File: config.mk
export PLATFORM = sky130hd
export DESIGN_NAME = sequence_collector
export DESIGN_NICKNAME = d
export VERILOG_FILES = /design/src/rtl/sequence_collector.sv
export SDC_FILE = /design/constraint.sdc
export NUM_CORES = 1
export LEC_CHECK = 0
export BUFFER_PORTS_ARGS = -buffer_cell sky130_fd_sc_hd__buf_2
export CELL_PAD_IN_SITES_DETAIL_PLACEMENT = 0
export CELL_PAD_IN_SITES_GLOBAL_PLACEMENT = 1
export CORE_ASPECT_RATIO = 0.75
export CORE_MARGIN = 5
export CORE_UTILIZATION = 25
export CTS_CLUSTER_DIAMETER = 150
export DETAILED_ROUTE_END_ITERATION = 12
export HOLD_SLACK_MARGIN = 0.06
export PLACE_DENSITY_LB_ADDON = 0.2
export SLEW_MARGIN = 20
export SYNTH_ARGS = -nofsm -noshare
export SYNTH_HDL_FRONTEND = slang
export SYNTH_SLANG_ARGS = --single-unit
File: constraint.sdc
create_clock -name CLK -period 2.9 [get_ports CLK]
set_input_delay 0.145 -clock CLK [delete_from_list [all_inputs] [get_ports CLK]]
set_output_delay 0.145 -clock CLK [all_outputs]
set_load 0.05 [all_outputs]
File: src/rtl/sequence_collector.sv
// Collects NUM_INPUTS serial values via a TRIGGER/VALID_IN handshake and
// presents them as one parallel vector; enforces a trigger-low gap and an optional response timeout.
module sequence_collector #(
  parameter int unsigned NUM_INPUTS = 4,
  parameter int unsigned WIDTH      = 8,
  parameter int unsigned GAP_CYCLES = 4,
  parameter int unsigned TIMEOUT    = 16
) (
  input  logic                        CLK,
  input  logic                        RSTN,
  input  logic                        START,
  output logic                        TRIGGER,
  input  logic [WIDTH-1:0]            VALUE_IN,
  input  logic                        VALID_IN,
  output logic [NUM_INPUTS*WIDTH-1:0] VALUES_OUT,
  output logic                        VALID_OUT,
  output logic                        ERROR,
  output logic                        BUSY
);

  localparam int unsigned VW  = NUM_INPUTS * WIDTH;
  localparam int unsigned IW  = $clog2(NUM_INPUTS);
  localparam int unsigned GW  = (GAP_CYCLES > 1) ? $clog2(GAP_CYCLES) : 1;
  localparam int unsigned TOW = (TIMEOUT > 1) ? $clog2(TIMEOUT) : 1;

  localparam int unsigned TMO_LAST_I = (TIMEOUT == 0) ? 0 : TIMEOUT - 1;
  localparam bit          TMO_EN     = (TIMEOUT != 0);

  localparam logic [IW-1:0]  IDX_LAST = IW'(NUM_INPUTS - 1);
  localparam logic [GW-1:0]  GAP_LAST = GW'(GAP_CYCLES - 1);
  localparam logic [TOW-1:0] TMO_LAST = TOW'(TMO_LAST_I);

  localparam logic [1:0] S_IDLE = 2'd0;
  localparam logic [1:0] S_HIGH = 2'd1;
  localparam logic [1:0] S_LOW  = 2'd2;

  logic [1:0]     state_q, state_d;
  logic [IW-1:0]  idx_q,   idx_d;
  logic [GW-1:0]  gap_q,   gap_d;
  logic [TOW-1:0] tmo_q,   tmo_d;
  logic [VW-1:0]  stage_q, stage_d;
  logic [VW-1:0]  values_q, values_d;
  logic           trig_q,  trig_d;
  logic           vout_q,  vout_d;
  logic           err_q,   err_d;
  logic           busy_q,  busy_d;

  // State and output registers, synchronous active-low reset
  always_ff @(posedge CLK) begin
    if (!RSTN) begin
      state_q  <= S_IDLE;
      idx_q    <= '0;
      gap_q    <= '0;
      tmo_q    <= '0;
      stage_q  <= '0;
      values_q <= '0;
      trig_q   <= 1'b0;
      vout_q   <= 1'b0;
      err_q    <= 1'b0;
      busy_q   <= 1'b0;
    end else begin
      state_q  <= state_d;
      idx_q    <= idx_d;
      gap_q    <= gap_d;
      tmo_q    <= tmo_d;
      stage_q  <= stage_d;
      values_q <= values_d;
      trig_q   <= trig_d;
      vout_q   <= vout_d;
      err_q    <= err_d;
      busy_q   <= busy_d;
    end
  end

  // Next-state and next-output logic
  always_comb begin
    state_d  = state_q;
    idx_d    = idx_q;
    gap_d    = gap_q;
    tmo_d    = tmo_q;
    stage_d  = stage_q;
    values_d = values_q;
    trig_d   = trig_q;
    vout_d   = 1'b0;
    err_d    = 1'b0;

    case (state_q)
      S_IDLE: begin
        if (START) begin
          idx_d   = '0;
          tmo_d   = '0;
          trig_d  = 1'b1;
          state_d = S_HIGH;
        end
      end
      S_HIGH: begin
        // A response arriving on the timeout cycle still wins
        if (VALID_IN) begin
          stage_d[idx_q*WIDTH +: WIDTH] = VALUE_IN;
          trig_d  = 1'b0;
          gap_d   = '0;
          state_d = S_LOW;
        end else if (TMO_EN && (tmo_q == TMO_LAST)) begin
          trig_d  = 1'b0;
          err_d   = 1'b1;
          state_d = S_IDLE;
        end else begin
          tmo_d = tmo_q + TOW'(1);
        end
      end
      S_LOW: begin
        // The final gap is completed too so the sequencer sees the last fall
        if (gap_q == GAP_LAST) begin
          if (idx_q == IDX_LAST) begin
            values_d = stage_q;
            vout_d   = 1'b1;
            state_d  = S_IDLE;
          end else begin
            idx_d   = idx_q + IW'(1);
            tmo_d   = '0;
            trig_d  = 1'b1;
            state_d = S_HIGH;
          end
        end else begin
          gap_d = gap_q + GW'(1);
        end
      end
      default: begin
        trig_d  = 1'b0;
        state_d = S_IDLE;
      end
    endcase

    busy_d = (state_d != S_IDLE);
  end

  assign TRIGGER    = trig_q;
  assign VALUES_OUT = values_q;
  assign VALID_OUT  = vout_q;
  assign ERROR      = err_q;
  assign BUSY       = busy_q;

endmodule

==> metrics.md <==
| Metric | Value |
|---|---|
| Outcome | complete, no violations |
| Power Density | 602 nW/um^2 |
| Synthesized Nets | 378 |
| Period minus WS final | 1.99 ns |
| Detailed Routing Iterations Pass 1 | 4 |
| Avg Synthesized Cell Area | 8.30 um^2 |
| Root buf cell | sky130_fd_sc_hd__clkbuf_16 |
| Post-place setup slack | 0.923 ns |
| Distinct cell type count of the synthesized netlist | 36 |
| Sinks on Clock Net | 78 |
| Final hold violation count | 0 |
| Placer Congestion | 0.715 |
| Die area | 14200 um^2 |
| Startpoint-to-endpoint class of the critical path | flop to flop |
| Fraction of layout instances using a drive strength above 1 | 0.181 |
| Register area share after synthesis | 0.525 |
| Cell count after synthesis | 358 |
| Clock buffer count from CTS | 9 |
| Achievable clock frequency | 502 MHz |
| Iter 0 DRT Violations | 126 |
| Area inside the core boundary | 11600 um^2 |
| Clock insertion delay at the later pin of the skew report | 0.33 ns |
| TritonCTS clock tree | yes |
| Global-route wire length before repair | 12.6 mm |
| Average wire per cell in the routed design | 13.6 um |
| Post-Route WL | 7.66 mm |
| Detailed placer's ending HPWL | 5.39 mm |
| Final worst-path setup slack | 0.909 ns |
| Crit path capture type | flop |
| CP Launch Type | flop |
| Leading cell types by total area after synthesis | sky130_fd_sc_hd__dfxtp_1 (53%), sky130_fd_sc_hd__nand2_1 (13%), sky130_fd_sc_hd__a21oi_1 (11%) |
| Starting density of the core | 0.256 |
| Count of final max-slew check failures | 0 |
| Setup repair after global routing missed its margin | no |
| Post-CTS setup buffers | 0 |
| Number of buffers added on ports | 47 |
| Maximum number of pins on one net before global-route repair | 35 |
| Synth top area share | 0.525 |
| Max-Cap Viols | 0 |
| Post-route DRC violation count | 0 |
| Overall routing resource usage | 0.113 |
| Row cnt | 34 |
| Largest area contributor in the synthesized netlist | sky130_fd_sc_hd__dfxtp_1 |
| Number of global-route vias before repair | 2444 |
| Total number of vias | 2498 |
| Hold buffer count at cts | 0 |
| Count of cells resized by post-cts repair | 0 |
| Clock slew at reported path FFs | 0.06 ns |
| Die height | 104 um |
| Worst setup skew after layout | 0.00630 ns |
| Antenna violations before repair | 0 |
| Number of storage elements in the synthesis netlist | 78 |
| Tightest slew margin relative to the limit | 0.582 |
| Transition time at the pin with the least slew margin | 0.627 ns |
| Num ports | 48 |
| Number of warnings issued by yosys | 0 |
| Maximum fanout encountered on the critical timing path | 8 |
| Die X-Extent | 136 um |
| Antenna diodes | 0 |
| Post-synthesis cell area | 2970 um^2 |
| Post-route setup TNS | 0 ns |
| Nets | 420 |
| Overall power of the completed layout | 2.18 mW |
| Avg Vias per Cell | 4.42 |
| Endpoint arrival time on the critical path | 2.24 ns |
| Final number of setup-violating endpoints | 0 |
| Crit share post-route | 0.686 |
| Worst-case reg-to-reg path depth | 5 |
| Maximum clock path buffer count | 2 |
| Hold/Removal Path Class | primary input to flop |
| Maximum ir drop on the vdd rail | 278 uV |
| Hold path depth | 2 |
| Required time of the critical path | 3.15 ns |
| Area delta synth->final | 21.8% |
| Aggregate global routing overflow | 0 |
| Number of nets still failing antenna checks after routing | 0 |
| H-tree depth | 3 |
| P_leak | 1.33 nW |
-- power by group --
group | switching, mW | leakage, nW | internal (mW)
clock network | 0.408 | 0.128 | 0.591
registers | 0.00801 | 0.629 | 1.08
logic | 0.0643 | 0.568 | 0.0251
-- critical path: stages, from the launching register on --
cell and delay, ns:
sky130_fd_sc_hd__dfxtp_1 0.49, sky130_fd_sc_hd__inv_1 0.19, sky130_fd_sc_hd__ha_1 0.41, sky130_fd_sc_hd__nor3b_2 0.52, sky130_fd_sc_hd__nand3_1 0.14, sky130_fd_sc_hd__a21oi_1 0.17
-- Yosys cell counts --
cell type,n
sky130_fd_sc_hd__o22a_1,1
sky130_fd_sc_hd__clkbuf_1,11
sky130_fd_sc_hd__nor3b_2,3
sky130_fd_sc_hd__nand2_1,103
sky130_fd_sc_hd__nor3_1,1
sky130_fd_sc_hd__mux2i_1,1
sky130_fd_sc_hd__a21oi_1,68
sky130_fd_sc_hd__nand2b_1,1
sky130_fd_sc_hd__and4bb_2,1
sky130_fd_sc_hd__and4_1,1
sky130_fd_sc_hd__or3b_2,1
sky130_fd_sc_hd__nor2b_1,2
sky130_fd_sc_hd__inv_2,1
sky130_fd_sc_hd__a221oi_1,1
sky130_fd_sc_hd__buf_2,8
sky130_fd_sc_hd__a22oi_1,1
sky130_fd_sc_hd__and3_1,1
sky130_fd_sc_hd__o21a_1,2
sky130_fd_sc_hd__inv_1,5
sky130_fd_sc_hd__ha_1,8
sky130_fd_sc_hd__o22ai_1,1
sky130_fd_sc_hd__mux2_2,1
sky130_fd_sc_hd__and3b_1,1
sky130_fd_sc_hd__nand3_1,36
sky130_fd_sc_hd__nor3b_1,1
sky130_fd_sc_hd__a311o_1,1
sky130_fd_sc_hd__a21oi_2,1
sky130_fd_sc_hd__and2_1,5
sky130_fd_sc_hd__o21ai_0,1
sky130_fd_sc_hd__nor3_2,1
sky130_fd_sc_hd__nor2_1,6
sky130_fd_sc_hd__o32ai_1,1
sky130_fd_sc_hd__or2_1,1
sky130_fd_sc_hd__nand2b_2,1
sky130_fd_sc_hd__buf_4,1
sky130_fd_sc_hd__dfxtp_1,78
-- area by class of cell --
type | instances | area [um^2]
fill | 1293 | 7990
sequential | 78 | 1560
multi-input combinational | 254 | 1300
timing repair buffer | 51 | 278
clock buffer | 12 | 246
tap | 162 | 203
inverter | 6 | 22.5
clock inverter | 2 | 10.0
-- metal layers --
| metal | GRT usage | part of all wire |
|---|---|---|
| met2 | 0.164 | 0.42 |
| met5 | 0 | 0 |
| met1 | 0.154 | 0.51 |
| met4 | 0.0324 | 0.0093 |
| met3 | 0.0445 | 0.054 |
-- cell families after synthesis --
family,count (synthesis),share of synthesized area
simple gates,166,0.255
compound gates,78,0.141
flops,78,0.525
buf+inv,26,0.0375
fa+ha+maj,8,0.0337
mux,2,0.00715
-- per-stage QoR --
step,utilization,cells,instance area (um^2),hold slack [ns]
after floorplan,-,358,2970,0.297
after global routing,0.312,565,3620,0.121
after detailed placement,0.290,551,3360,0.443
after CTS,0.312,565,3620,0.114
final,0.312,565,3620,0.125
after global placement,0.290,551,3360,0.442
-- cell usage in the layout, fill, tap and decap left out, drive strengths merged, types with 4 or more instances in the layout --
cell type and n:
a21oi 69, nand3 36, inv 6, dfxtp 78
nand2 103, ha 8, nor2 6, clkbuf 12
nor3b 4, buf 51, and2 5
-- state kept, by name, summed over array words and instances, names as in the netlist --
register,count
VALUES_OUT,32
stage_q,32
tmo_q,4
gap_q,2
idx_q,2
state_q,2
BUSY,1
ERROR,1
TRIGGER,1
VALID_OUT,1
-- worst paths after layout --
kind                                   start                         end  slack (ns)
setup / recovery       idx_q[0]$_SDFFE_PN0P_    stage_q[17]$_SDFFE_PN0P_        0.91
hold / removal                          RSTN             BUSY$_SDFF_PN0_        0.12
setup reg to reg       idx_q[0]$_SDFFE_PN0P_    stage_q[17]$_SDFFE_PN0P_        0.91
hold reg to reg   VALUES_OUT[4]$_SDFFE_PN0P_  VALUES_OUT[4]$_SDFFE_PN0P_        0.45
Note: power is estimated with default switching activity, not from simulation.
